[src/rtl/cpu_ctrl_pkg.sv]
// Shared definitions for the hardwired control sequencer.
// Contents: opcode constants, datapath strobe bit positions inside the
// enable/busSelect vectors, ALU operation codes, the sequencer state
// encoding and the instruction class produced by the opcode decoder.
package cpu_ctrl_pkg;

  // Opcodes (ir[31:27])
  localparam logic [4:0] OP_LD   = 5'b00000;
  localparam logic [4:0] OP_LDI  = 5'b00001;
  localparam logic [4:0] OP_ST   = 5'b00010;
  localparam logic [4:0] OP_ADD  = 5'b00011;
  localparam logic [4:0] OP_SUB  = 5'b00100;
  localparam logic [4:0] OP_AND  = 5'b00101;
  localparam logic [4:0] OP_OR   = 5'b00110;
  localparam logic [4:0] OP_ADDI = 5'b01100;
  localparam logic [4:0] OP_ANDI = 5'b01101;
  localparam logic [4:0] OP_ORI  = 5'b01110;
  localparam logic [4:0] OP_NOP  = 5'b11000;
  localparam logic [4:0] OP_HALT = 5'b11001;

  // enable[] bit positions
  localparam int EN_MARIN = 25;
  localparam int EN_IRIN  = 24;
  localparam int EN_MDRIN = 21;
  localparam int EN_PCIN  = 20;
  localparam int EN_YIN   = 19;
  localparam int EN_ZIN   = 18;

  // busSelect[] bit positions
  localparam int BS_COUT    = 23;
  localparam int BS_MDROUT  = 21;
  localparam int BS_PCOUT   = 20;
  localparam int BS_ZLOWOUT = 19;

  // ALU operation codes
  localparam logic [4:0] ALU_IDLE  = 5'd0;
  localparam logic [4:0] ALU_ADD   = 5'd1;
  localparam logic [4:0] ALU_SUB   = 5'd2;
  localparam logic [4:0] ALU_AND   = 5'd3;
  localparam logic [4:0] ALU_OR    = 5'd4;
  localparam logic [4:0] ALU_INCPC = 5'd14;

  localparam int CU_STATE_W = 4;

  typedef enum logic [CU_STATE_W-1:0] {
    S_RESET, S_T0, S_T1, S_T2, S_T3, S_T4, S_T5, S_T6, S_T7, S_HALT
  } state_t;

  typedef enum logic [2:0] {
    C_ALU_R, C_ALU_I, C_LDI, C_LD, C_ST, C_NOP, C_HALT
  } op_class_t;

endpackage

[src/rtl/control_decode.sv]
// Combinational opcode decoder.
// Ports:
//   opcode   in  5  ir[31:27]
//   op_class out    instruction class (undefined opcodes fold into C_NOP)
//   alu_op   out 5  ALU operation used in the execute phase
module control_decode
  import cpu_ctrl_pkg::*;
(
  input  logic [4:0] opcode,
  output op_class_t  op_class,
  output logic [4:0] alu_op
);

  always_comb begin
    op_class = C_NOP;
    alu_op   = ALU_IDLE;
    case (opcode)
      OP_ADD:  begin op_class = C_ALU_R; alu_op = ALU_ADD; end
      OP_SUB:  begin op_class = C_ALU_R; alu_op = ALU_SUB; end
      OP_AND:  begin op_class = C_ALU_R; alu_op = ALU_AND; end
      OP_OR:   begin op_class = C_ALU_R; alu_op = ALU_OR;  end
      OP_ADDI: begin op_class = C_ALU_I; alu_op = ALU_ADD; end
      OP_ANDI: begin op_class = C_ALU_I; alu_op = ALU_AND; end
      OP_ORI:  begin op_class = C_ALU_I; alu_op = ALU_OR;  end
      // Loads and stores form their effective address with an add
      OP_LDI:  begin op_class = C_LDI;   alu_op = ALU_ADD; end
      OP_LD:   begin op_class = C_LD;    alu_op = ALU_ADD; end
      OP_ST:   begin op_class = C_ST;    alu_op = ALU_ADD; end
      OP_HALT: op_class = C_HALT;
      default: op_class = C_NOP;
    endcase
  end

endmodule

[src/rtl/control_unit.sv]
// Hardwired Moore control sequencer driving every datapath strobe.
// Ports:
//   clk, clr (async active-low reset), ir (instruction register),
//   stop (halt request sampled at instruction boundaries),
//   enable / busSelect (register load enables / one-hot bus source),
//   Gra/Grb/Grc, Rin/Rout/BAout, MD_Read, ReadRAM/WriteRAM,
//   Control_Signals (ALU op), run (high while sequencing).
module control_unit
  import cpu_ctrl_pkg::*;
#(
  parameter int STATE_W = 4,
  parameter int ALU_W   = 5
) (
  input  logic              clk,
  input  logic              clr,
  input  logic [31:0]       ir,
  input  logic              stop,
  output logic [31:0]       enable,
  output logic [31:0]       busSelect,
  output logic              Gra,
  output logic              Grb,
  output logic              Grc,
  output logic              Rin,
  output logic              Rout,
  output logic              BAout,
  output logic              MD_Read,
  output logic              ReadRAM,
  output logic              WriteRAM,
  output logic [ALU_W-1:0]  Control_Signals,
  output logic              run
);

  logic [STATE_W-1:0] state_q;
  state_t             cur, nxt, boundary;
  op_class_t          dec_cls, cls_q;
  logic [4:0]         dec_alu, alu_q;
  logic               unused_ir;

  assign unused_ir = ^ir[26:0];
  assign cur       = state_t'(state_q);

  control_decode u_decode (
    .opcode   (ir[31:27]),
    .op_class (dec_cls),
    .alu_op   (dec_alu)
  );

  // The decoded class is captured when leaving T2 so the execute phase
  // does not depend on ir staying stable afterwards.
  always_ff @(posedge clk or negedge clr) begin
    if (!clr) begin
      state_q <= STATE_W'(S_RESET);
      cls_q   <= C_NOP;
      alu_q   <= ALU_IDLE;
    end else begin
      state_q <= STATE_W'(nxt);
      if (cur == S_T2) begin
        cls_q <= dec_cls;
        alu_q <= dec_alu;
      end
    end
  end

  always_comb begin
    boundary = stop ? S_HALT : S_T0;
    nxt      = cur;
    case (cur)
      S_RESET: nxt = S_T0;
      S_T0:    nxt = S_T1;
      S_T1:    nxt = S_T2;
      S_T2: begin
        case (dec_cls)
          C_NOP:   nxt = S_T0;
          C_HALT:  nxt = S_HALT;
          default: nxt = S_T3;
        endcase
      end
      S_T3:    nxt = S_T4;
      S_T4:    nxt = S_T5;
      S_T5:    nxt = (cls_q == C_LD || cls_q == C_ST) ? S_T6 : boundary;
      S_T6:    nxt = S_T7;
      S_T7:    nxt = boundary;
      S_HALT:  nxt = S_HALT;
      default: nxt = S_RESET;
    endcase
  end

  always_comb begin
    enable          = '0;
    busSelect       = '0;
    Gra             = 1'b0;
    Grb             = 1'b0;
    Grc             = 1'b0;
    Rin             = 1'b0;
    Rout            = 1'b0;
    BAout           = 1'b0;
    MD_Read         = 1'b0;
    ReadRAM         = 1'b0;
    WriteRAM        = 1'b0;
    Control_Signals = '0;
    run             = (cur != S_RESET) && (cur != S_HALT);
    case (cur)
      S_T0: begin
        busSelect[BS_PCOUT] = 1'b1;
        enable[EN_MARIN]    = 1'b1;
        enable[EN_ZIN]      = 1'b1;
        Control_Signals     = ALU_W'(ALU_INCPC);
      end
      S_T1: begin
        busSelect[BS_ZLOWOUT] = 1'b1;
        enable[EN_PCIN]       = 1'b1;
        enable[EN_MDRIN]      = 1'b1;
        MD_Read               = 1'b1;
        ReadRAM               = 1'b1;
      end
      S_T2: begin
        busSelect[BS_MDROUT] = 1'b1;
        enable[EN_IRIN]      = 1'b1;
      end
      S_T3: begin
        // Register operand for ALU forms, base address for memory forms
        Grb            = 1'b1;
        enable[EN_YIN] = 1'b1;
        if (cls_q == C_ALU_R || cls_q == C_ALU_I) Rout  = 1'b1;
        else                                      BAout = 1'b1;
      end
      S_T4: begin
        enable[EN_ZIN]  = 1'b1;
        Control_Signals = ALU_W'(alu_q);
        if (cls_q == C_ALU_R) begin
          Grc  = 1'b1;
          Rout = 1'b1;
        end else begin
          busSelect[BS_COUT] = 1'b1;
        end
      end
      S_T5: begin
        busSelect[BS_ZLOWOUT] = 1'b1;
        if (cls_q == C_LD || cls_q == C_ST) begin
          enable[EN_MARIN] = 1'b1;
        end else begin
          Gra = 1'b1;
          Rin = 1'b1;
        end
      end
      S_T6: begin
        enable[EN_MDRIN] = 1'b1;
        if (cls_q == C_LD) begin
          MD_Read = 1'b1;
          ReadRAM = 1'b1;
        end else begin
          Gra  = 1'b1;
          Rout = 1'b1;
        end
      end
      S_T7: begin
        if (cls_q == C_LD) begin
          busSelect[BS_MDROUT] = 1'b1;
          Gra                  = 1'b1;
          Rin                  = 1'b1;
        end else begin
          WriteRAM = 1'b1;
        end
      end
      default: ;
    endcase
  end

endmodule

[config.mk]
export PLATFORM = sky130hd
export DESIGN_NAME = control_unit
export DESIGN_NICKNAME = d
export VERILOG_FILES = /design/src/rtl/cpu_ctrl_pkg.sv /design/src/rtl/control_decode.sv /design/src/rtl/control_unit.sv
export SDC_FILE = /design/constraint.sdc
export NUM_CORES = 1
export LEC_CHECK = 0
export ABC_CLOCK_PERIOD_IN_PS = 2200
export BUFFER_PORTS_ARGS = -buffer_cell sky130_fd_sc_hd__buf_2
export CORE_ASPECT_RATIO = 1.4
export CORE_MARGIN = 8
export CORE_UTILIZATION = 39
export CTS_CLUSTER_SIZE = 24
export DETAILED_ROUTE_END_ITERATION = 6
export PLACE_DENSITY = 0.85
export SKIP_LAST_GASP = 1
export SYNTH_ARGS = -nofsm -noshare
export SYNTH_HDL_FRONTEND = slang
export SYNTH_SLANG_ARGS = --single-unit
[constraint.sdc]
create_clock -name clk -period 2.2 [get_ports clk]
set_input_delay 0.44 -clock clk [delete_from_list [all_inputs] [get_ports clk]]
set_output_delay 0.44 -clock clk [all_outputs]
set_load 0.02 [all_outputs]
* Yosys cells after proc, flatten, opt, wreduce, memory -nomap -nowiden
Cells that the tools add are included.
Cells by class: multiplexer cells 32, eq/ne operators 25, reductions and logical operators 15
Operators with widths (number):
- 4-bit one-hot mux with 10 select lines | 1
- 1-bit 2-to-1 mux | 19
- 3-bit one-hot mux with 6 select lines | 1
- 4-bit by 3-bit == test with 1-bit output (second input constant) | 4
- 5-bit by 3-bit == test with 1-bit output (second input constant) | 3
- 5-bit by 4-bit == test with 1-bit output (second input constant) | 3
- 3-bit one-hot mux with 4 select lines | 1
- 5-bit by 2-bit == test with 1-bit output (second input constant) | 2
- 5-bit one-hot mux with 2 select lines | 1
- 2-bit OR reduction | 5
- 3-bit == test (second input constant) | 3
- 4-bit by 2-bit == test with 1-bit output (second input constant) | 2
- 4-bit == test (second input constant) | 2
- 4-bit 2-to-1 mux | 2
- 1-bit one-hot mux with 2 select lines | 4
- 4-bit one-hot mux with 2 select lines | 1
- 1-bit one-hot mux with 3 select lines | 2
- 5-bit by 1-bit == test with 1-bit output (second input constant) | 1
- 5-bit == test (second input constant) | 1
- 5-bit zero test | 1
- 5-bit OR reduction | 1
- 4-bit by 1-bit == test with 1-bit output (second input constant) | 1
- 4-bit zero test | 1
- 4-bit != test (second input constant) | 1
- 8 further kinds | 9
Storage, ports and cells: register bits 12, word-level logic and storage cells 75, output and inout bits 79, input port bits 35

* Logic depth before layout (Yosys ltp)
Gate-level depths: netlist of run 1.
depth after elaboration 6, gate-level depth with buffers 5, depth with buffers taken out 3

* Modules after synthesis
Synthesis of run 1 repeated with hierarchy kept, for this count alone.
Second synthesis, totals: cells, all modules 172, area total of the unflattened synthesis 1416.4 sq um
Modules (own cells, without submodules):
- control_unit | cells each 152, seq. area each 302.8 sq um, area an instance 1281.2 sq um, instances 1
- control_decode | cells each 20, seq. area each 0.0 sq um, area an instance 135.1 sq um, instances 1

* Worst setup path after synthesis of run 1
OpenSTA, ideal clock, no wires.
kind reg2out, start point register cls_q[2], end point output Rin, path buffers 1, data arrival time 1.706 ns, cell stages (with the launch flop) 5, data required time 1.760 ns, setup slack 0.054 ns, path through dfstp_2 -> and3b_1 -> buf_6 -> or4_1 -> a21oi_1
On the way: cells in the longest elaborated chain, start to end 4, elaborated cells on any way between the ends 6, those cells by class eq/ne (2); mux (3); reduce/logical (1)
Ends and longest elaborated chain:
- start, declared | line control_unit.sv:35 | op_class_t dec_cls, cls_q;
- start signal, assigned | line control_unit.sv:58 | cls_q <= dec_cls;
- 3-bit by 2-bit == test with 1-bit output / 3-bit == test (equally long branches) | line control_unit.sv:139, control_unit.sv:157
- 1-bit logical OR | line control_unit.sv:139 | if (cls_q == C_LD || cls_q == C_ST) begin
- 1-bit 2-to-1 mux | line control_unit.sv:139
- 1-bit one-hot mux with 2 select lines * | line control_unit.sv:102 | case (cur)
- end, declared | line control_unit.sv:23 | output logic Rin,
Mark *: on every way between the ends. The rest lies on a longest branch, timed or not.

* Worst setup path in the final report of run 1
Same ends and word-level chain as after synthesis.

==> flow_summary.yaml, run 1 <==
final_layout:
  fin_nets: 241
  layout.area.seq_um2: 253
  n_fill_cell: 367
  multi_input_area_um2: 778
  area_growth_pct: 4.27
  final_cell_area_um2: 1380
  n_antenna_cell: 0
  final_layout_size_suffix_gt1_share_pct: 23.4
  final_cells: 245
  fin_util_pct: 41.5
logic_synthesis:
  synthFlopType: "dfrtp_1"
  synth_top_area_share_pct: 33.0
  synth_cells: 176
  synthArstFlopShare_pct: 100
  syn_avg_cell_area_um2: 7.50
  ys_seq_elements: 10
  ys_types: 44
  ys_warn_count: 0
  synth_top_cell_by_area: "buf_4"
  ys_top_cells_by_area: "buf_4, dfrtp_1, dfstp_2"
  synth-seq-area-share_pct: 19.1
  synth_edf_count: 0
  syn_area_um2: 1320
power:
  p_leak_nw: 0.741
  p_switching_mw: 0.907
  swShare_pct: 52.9
  power_frac_comb_pct: 64.8
  p_per_area_nw_per_um2: 1250
  pwr-share-clk_pct: 13.6
  finalPower_mw: 1.71
  intPower_mw: 0.807
  seq_power_share_pct: 21.6
  vdd_drop_max_mv: 0.659
floorplan:
  fp-row-count: 25
  die_w_um: 65.2
  start_util_pct: 39.8
  io_pins: 114
  core_region_area_um2: 3320
  die_area_um2: 5530
  die_h_um: 84.8
placed_design:
  gp_congestion: 0.862
  placed_cells: 240
  dpl.hpwl_um: 2620
  pre_cts_slack_ns: 0.202
  dpl_cell_area_um2: 1290
  port_buffers: 31
outcome:
  violations: "setup timing"
  status: "finished with violations"
worst_setup_path:
  required_ns: 1.76
  cp-start-kind: "register"
  worstPathArrival_ns: 1.77
  critPathMaxFanout: 4
  critPathCaptureType: "output pin"
  critPathKind: "reg -> out"
clock_tree:
  clockRootBuffer: "clkbuf_8"
  cts.reportedPaths.clkPinSlew_ns: 0.05
  ctsHoldBuffers: 0
  cts_buffers: 3
  clkLatencyLatePin_ns: 0.24
  cts_sinks: 10
  cts_tree: "done"
  htree_levels: 1
  cts_max_path_buffers: 2
sta:
  finalCritPeriodShare_pct: 101
  fin_skew_ns: 0.000337
  rsz0062_at_grt: "yes"
  finalMaxSlewViolations: 0
  setup-violations-final: 1
  setup-tns-final_ns: -0.0146
  hold_violations: 0
  timing.fmax_mhz: 452
  holdWs_ns: 0.0511
  finalCriticalPeriod_ns: 2.21
  setup_slack_ns: -0.0146
drt:
  routedWlPerCell_um: 13.2
  wirelength_um: 3250
  routed_via_density: 4.78
  ant_nets: 0
  first_pass_iters: 4
  drt_iter0_drc: 97
  vias: 1171
  drc: 0
hold_path:
  hold_class: "in -> async"
job:
  maxCapViolCount: 0
global_routing:
  globalRouteTotalUtil_pct: 11.4
  antenna_found_initial: 0
  grt_max_degree: 20
  first_global_vias: 1180
  globalRouteOverflowTotal: 0
  grt_pass1_wl_um: 5290
==> cell usage in the layout (no fill, tap or decap), types with 5 or more instances in the layout <==
cell and count:
buf_2 30, nor2_1 14, dfrtp_1 8, nor3_1 7, a21oi_1 6, nor2b_1 5, nand2_1 11, inv_1 5
conb_1 55, o21ai_0 6, buf_4 8
==> repair_timing <==
action | CTS | global route
pin swaps | 1 | 1
setup endpoints to repair | 1 | 2
gates resized for setup | 1 | 4
setup buffers | 1 | 0
==> power by group through the flow <==
stage | clock network [mW] | registers (mW) | logic (mW)
global route | 0.246 | 0.381 | 1.22
finish | 0.233 | 0.370 | 1.11
detailed placement | 0 | 0.368 | 1.07
global placement | 0 | 0.364 | 1.06
CTS | 0.235 | 0.362 | 1.09
floorplan | 0 | 0.321 | 0.905
==> cell type report <==
type | instances | share of cell area [%]
Clock buffer | 4 | 4.00
Timing Repair Buffer | 39 | 16.1
Sequential cell | 10 | 18.4
Tap cell | 40 | 3.64
Inverter | 5 | 1.36
Multi-Input combinational cell | 147 | 56.5
==> cells in the mapped netlist, types with 2 or more instances <==
cell type and number:
and3_1 4, a21oi_1 7, clkbuf_2 2, buf_2 2, nor2_1 14, dfstp_2 2, nor3b_1 2, clkbuf_1 4
inv_1 5, nand2_1 11, o21a_1 3, and3b_1 2, nor2b_1 5, buf_4 58, nand2b_1 3, nor3_1 7
o21ai_0 6, nand4bb_1 3, or4_1 3, o41ai_1 2, dfrtp_1 8
==> per-layer routing <==
| layer | vias up | GRT usage (%) | part of all wire (%) |
|---|---|---|---|
| li1 | 559 | - | - |
| met1 | 534 | 12.1 | 39 |
| met2 | 73 | 19.4 | 47 |
| met3 | 5 | 3.82 | 12 |
| met4 | 0 | 5.38 | 1.5 |
| met5 | - | 0 | 0 |
==> flip-flops by register name (all words and copies together) (netlist names) <==
register / count
alu_q: 3
cls_q: 3
cur: 4
==> kinds of logic (layout without fill, tap and decap cells) <==
logic type	Yosys count	in the layout	share of synthesized area, %
AOI/OAI and AO/OA	30	30	15.7
xor gates and xnor gates	1	1	0.664
buffers and inverters	73	48	38.2
and+or+nand+nor	61	61	26.0
other	1	55	0.284
DFF	10	10	19.1
==> path summary, 6_finish.rpt <==
path                                        end            startpoint  slack (ns)  cells after the start
setup / recovery                            Rin  cls_q[2]$_DFFE_PN1P_       -0.01                      4
hold / removal             alu_q[2]$_DFFE_PN0P_                   clr        0.05                      1
setup reg to reg           cls_q[2]$_DFFE_PN1P_      cur[1]$_DFF_PN0_        0.47                      5
hold reg to reg            alu_q[1]$_DFFE_PN0P_  alu_q[1]$_DFFE_PN0P_        0.48                      2
max in group asynchronous  cls_q[2]$_DFFE_PN1P_                   clr        1.90                      1
min in group clk               cur[3]$_DFF_PN0_                  stop        0.45                      2
==> worst max-delay path, stage by stage (launching register included) <==
cell and delay (ns):
dfstp_2 0.54, and3b_1 0.19, or4_4 0.51, a21oi_2 0.16
buf_6 0.13
Power figures use the tool's default switching activity.
==> inputs of run 2 (changes only) <==
--- a/config.mk
+++ b/config.mk
@@ -13,6 +13,7 @@
 export CTS_CLUSTER_SIZE = 24
 export DETAILED_ROUTE_END_ITERATION = 6
 export PLACE_DENSITY = 0.85
+export RECOVER_POWER = 100
 export SKIP_LAST_GASP = 1
 export SYNTH_ARGS = -nofsm -noshare
 export SYNTH_HDL_FRONTEND = slang
==> flow_summary.yaml, run 2 (same netlist as run 1, synthesis figures left out) <==
outcome:
  status: "finished with violations"
  violations: "setup timing"
placed_design:
  dpl_cell_area_um2: 1290
  pre_cts_slack_ns: 0.202
  gp_congestion: 0.862
  placed_cells: 240
  dpl.hpwl_um: 2620
  port_buffers: 31
sta:
  finalCritPeriodShare_pct: 101
  holdWs_ns: 0.151
  setup_slack_ns: -0.0156
  finalMaxSlewViolations: 0
  timing.fmax_mhz: 451
  fin_skew_ns: 0.000559
  relSlewSlack_pct: 64.8
  rsz0062_at_grt: "yes"
  setup-violations-final: 1
  hold_violations: 0
  setup-tns-final_ns: -0.0156
  finalCriticalPeriod_ns: 2.22
  worst_slew_pin_slew_ns: 0.528
worst_setup_path:
  required_ns: 1.76
  cp-start-kind: "register"
  worstPathArrival_ns: 1.78
  critPathCaptureType: "output pin"
  crit_chain: "and3b_1 > or4_4 > a21oi_2 > buf_6"
  crit_slowest_cell: "dfstp_2"
  critPathMaxFanout: 4
  critPathKind: "reg -> out"
  worst_path_largest_cell_delay_ns: 0.54
job:
  maxCapViolCount: 0
global_routing:
  grt_pass1_wl_um: 5290
  first_global_vias: 1180
  antenna_found_initial: 0
  globalRouteOverflowTotal: 0
  grt_max_degree: 20
  globalRouteTotalUtil_pct: 11.4
final_layout:
  final_cells: 245
  fin_nets: 241
  final_layout_size_suffix_gt1_share_pct: 13.2
  n_antenna_cell: 0
  final_cell_mix: "conb_1, clkbuf_1, nor2_1, nand2_1, dfrtp_1"
  final_common_cell: "conb_1"
  largest_reg_flops: 4
  n_fill_cell: 377
  area_growth_pct: 2.09
  final_cell_area_um2: 1350
floorplan:
  die_h_um: 84.8
  fp-row-count: 25
  die_area_um2: 5530
  die_w_um: 65.2
  io_pins: 114
  start_util_pct: 39.8
  core_region_area_um2: 3320
clock_tree:
  cts_sinks: 10
  cts_buffers: 3
  cts_max_path_buffers: 2
  cts.reportedPaths.clkPinSlew_ns: 0.05
  cts_tree: "done"
  clockRootBuffer: "clkbuf_8"
  htree_levels: 1
  clkLatencyLatePin_ns: 0.24
drt:
  vias: 1177
  drc: 0
  routedWlPerCell_um: 13.4
  ant_nets: 0
  first_pass_iters: 4
  drt_iter0_drc: 93
  routed_via_density: 4.80
  wirelength_um: 3280
power:
  p_per_area_nw_per_um2: 1240
  p_leak_nw: 0.660
  vdd_drop_max_mv: 0.638
hold_path:
  hold_class: "in -> async"
run 2: through the flow:
| stage | util, % | power (mW) |
|---|---|---|
| CTS | 41.0 | 1.69 |
| global route | 40.6 | 1.81 |
| finish | 40.6 | 1.68 |
| detailed placement | 39.1 | 1.44 |
| floorplan | - | 1.23 |
| global placement | 39.1 | 1.42 |
run 2: worst max-delay path, delay by kind of cell (launching register included):
kind	cells	cell delay (ns)
flip-flops	1	0.54
buffers and inverters	1	0.13
AO/OA/AOI/OAI	1	0.16
AND/OR/NAND/NOR	2	0.70
run 2: timing repair:
action	4_1_cts	5_1_grt
setup endpoints to repair	1	2
pin swaps	1	1
hold buffers	0	0
resized for setup	1	4
buffers inserted	1	0
run 2: path summary, 6_finish.rpt:
check / to / from / depth (start not counted) / slack (ns)
max in group asynchronous: cls_q[2]$_DFFE_PN1P_ / clr / 1 / 1.69
max reg2reg: cls_q[2]$_DFFE_PN1P_ / cur[1]$_DFF_PN0_ / 5 / 0.39
max: Rin / cls_q[2]$_DFFE_PN1P_ / 4 / -0.02
min: alu_q[2]$_DFFE_PN0P_ / clr / 1 / 0.15
min reg2reg: alu_q[1]$_DFFE_PN0P_ / alu_q[1]$_DFFE_PN0P_ / 2 / 0.48
min in group clk: cur[3]$_DFF_PN0_ / stop / 2 / 0.45
run 2: cell type report:
type	instances	area, um2	area share (%)
flip-flops and latches	10	253	18.8
well taps	40	50.0	3.71
inverters	5	18.8	1.39
clock buffers	4	55.1	4.09
repair buffers	39	193	14.3
multi-input cells	147	778	57.8
run 2: report_power, final:
part	internal, mW	total [mW]	switching [mW]
clock	0.158	0.233	0.0751
sequential	0.274	0.370	0.0963
combinational	0.335	1.07	0.740
run 2: per-layer routing:
| layer | GRT usage [%] | routed length (um) | up-vias |
|---|---|---|---|
| met5 | 0 | 0 | - |
| met4 | 5.38 | 49 | 0 |
| met3 | 3.82 | 388 | 5 |
| met2 | 19.4 | 1550 | 68 |
| met1 | 12.1 | 1290 | 545 |
| li1 | - | - | 559 |
==> inputs of run 3 (changes only) <==
--- a/config.mk
+++ b/config.mk
@@ -12,6 +12,7 @@
 export CORE_UTILIZATION = 39
 export CTS_CLUSTER_SIZE = 24
 export DETAILED_ROUTE_END_ITERATION = 6
+export GPL_TIMING_DRIVEN = 0
 export PLACE_DENSITY = 0.85
 export RECOVER_POWER = 100
 export SKIP_LAST_GASP = 1
==> flow_summary.yaml, run 3 (same netlist as run 1, synthesis figures left out) <==
sta:
  finalCriticalPeriod_ns: 2.24
  relSlewSlack_pct: 62.3
  finalCritPeriodShare_pct: 102
  worst_slew_pin_slew_ns: 0.565
  setup_slack_ns: -0.0358
  timing.fmax_mhz: 447
  holdWs_ns: 0.173
  hold_violations: 0
  rsz0062_at_grt: "yes"
  setup-tns-final_ns: -0.0358
  fin_skew_ns: 0.000543
  finalMaxSlewViolations: 0
  setup-violations-final: 1
final_layout:
  final_layout_size_suffix_gt1_share_pct: 38.7
  n_antenna_cell: 0
  fin_nets: 302
  final_cell_mix: "buf_4, conb_1, buf_2, nor2_1, nand2_1"
  area_growth_pct: 37.3
  largest_reg_flops: 4
  final_common_cell: "buf_4"
  n_fill_cell: 335
floorplan:
  die_h_um: 84.8
  start_util_pct: 39.8
  io_pins: 114
  fp-row-count: 25
  die_area_um2: 5530
  die_w_um: 65.2
  core_region_area_um2: 3320
power:
  p_per_area_nw_per_um2: 995
  p_leak_nw: 1.04
  vdd_drop_max_mv: 0.747
worst_setup_path:
  critPathMaxFanout: 4
  worstPathArrival_ns: 1.80
  critPathKind: "reg -> out"
  critPathCaptureType: "output pin"
  required_ns: 1.76
  cp-start-kind: "register"
global_routing:
  antenna_found_initial: 0
  use_met1_pct: 12.0
  globalRouteMet3Util_pct: 7.64
  first_global_vias: 1295
  grtUsageMet2_pct: 19.8
  grt_max_degree: 11
  busiest_layer: "met2"
  globalRouteOverflowTotal: 0
  globalRouteTotalUtil_pct: 12.2
  grt_pass1_wl_um: 5700
clock_tree:
  htree_levels: 1
  cts_buffers: 3
  cts.reportedPaths.clkPinSlew_ns: 0.05
  ctsHoldBuffers: 0
  cts_sinks: 10
  clockRootBuffer: "clkbuf_8"
  cts_max_path_buffers: 2
  cts_tree: "done"
  clkLatencyLatePin_ns: 0.23
job:
  maxCapViolCount: 0
placed_design:
  port_buffers: 30
  gp_congestion: 0.947
  dpl.hpwl_um: 2890
drt:
  drt_iter0_drc: 40
  wirelength_um: 3460
  routedWlPerCell_um: 11.3
  drc: 0
  vias: 1326
  ant_nets: 0
  first_pass_iters: 4
  routed_via_density: 4.33
outcome:
  status: "finished with violations"
  violations: "setup timing"
hold_path:
  hold_class: "in -> async"
[run 3: repair_timing]
action                     in CTS  in global routing
pin swaps                       1                  1
gates cloned                    0                  0
hold endpoints to repair        0                  0
buffers inserted                3                  0
resized for setup               4                  9
setup endpoints to repair       2                  8
[run 3: power breakdown]
part | switching [mW] | internal, mW
registers | 0.0653 | 0.273
clock network | 0.0697 | 0.157
logic | 0.794 | 0.444
total | 0.929 | 0.874
[run 3: through the flow]
step / worst slack (ns) / cells / util [%] / cell area, um2 / total power [mW]
floorplan: 0.0539 / 230 / - / 1520 / 1.23
global placement: 0.102 / 300 / 52.0 / 1720 / 1.51
detailed placement: 0.0983 / 300 / 52.0 / 1720 / 1.52
CTS: -0.0115 / 306 / 54.3 / 1800 / 1.78
global route: -0.0834 / 306 / 54.6 / 1810 / 1.95
finish: -0.0358 / 306 / 54.6 / 1810 / 1.80
[run 3: area by class of cell]
class                           count  area, um2  area share, %
Multi-Input combinational cell    147        787           43.4
Buffer                             67        475           26.2
Sequential cell                    10        253           14.0
Timing Repair Buffer               33        173           9.53
Clock buffer                        4       55.1           3.04
Tap cell                           40       50.0           2.76
Inverter                            5       18.8           1.04
[run 3: per-layer routing]
layer,wire length (um),part of all wire (%)
met4,37,1.1
met2,1600,46
met3,580,17
met1,1240,36
met5,0,0
[run 3: path summary, 6_finish.rpt]
path | startpoint | depth (start not counted) | slack [ns] | endpoint
max in group asynchronous | clr | 1 | 1.66 | cls_q[0]$_DFFE_PN1P_
hold reg to reg | alu_q[0]$_DFFE_PN0P_ | 2 | 0.48 | alu_q[0]$_DFFE_PN0P_
setup reg to reg | cur[2]$_DFF_PN0_ | 3 | 0.66 | alu_q[1]$_DFFE_PN0P_
setup / recovery | cls_q[2]$_DFFE_PN1P_ | 4 | -0.04 | Rin
min in group clk | stop | 2 | 0.46 | cur[3]$_DFF_PN0_
hold / removal | clr | 1 | 0.17 | cur[0]$_DFF_PN0_
[run 3: worst max-delay path, stage by stage (launching register included)]
cell and delay (ns):
dfstp_2 0.52, and3b_2 0.23, or4_4 0.52, a21oi_2 0.17, buf_6 0.13
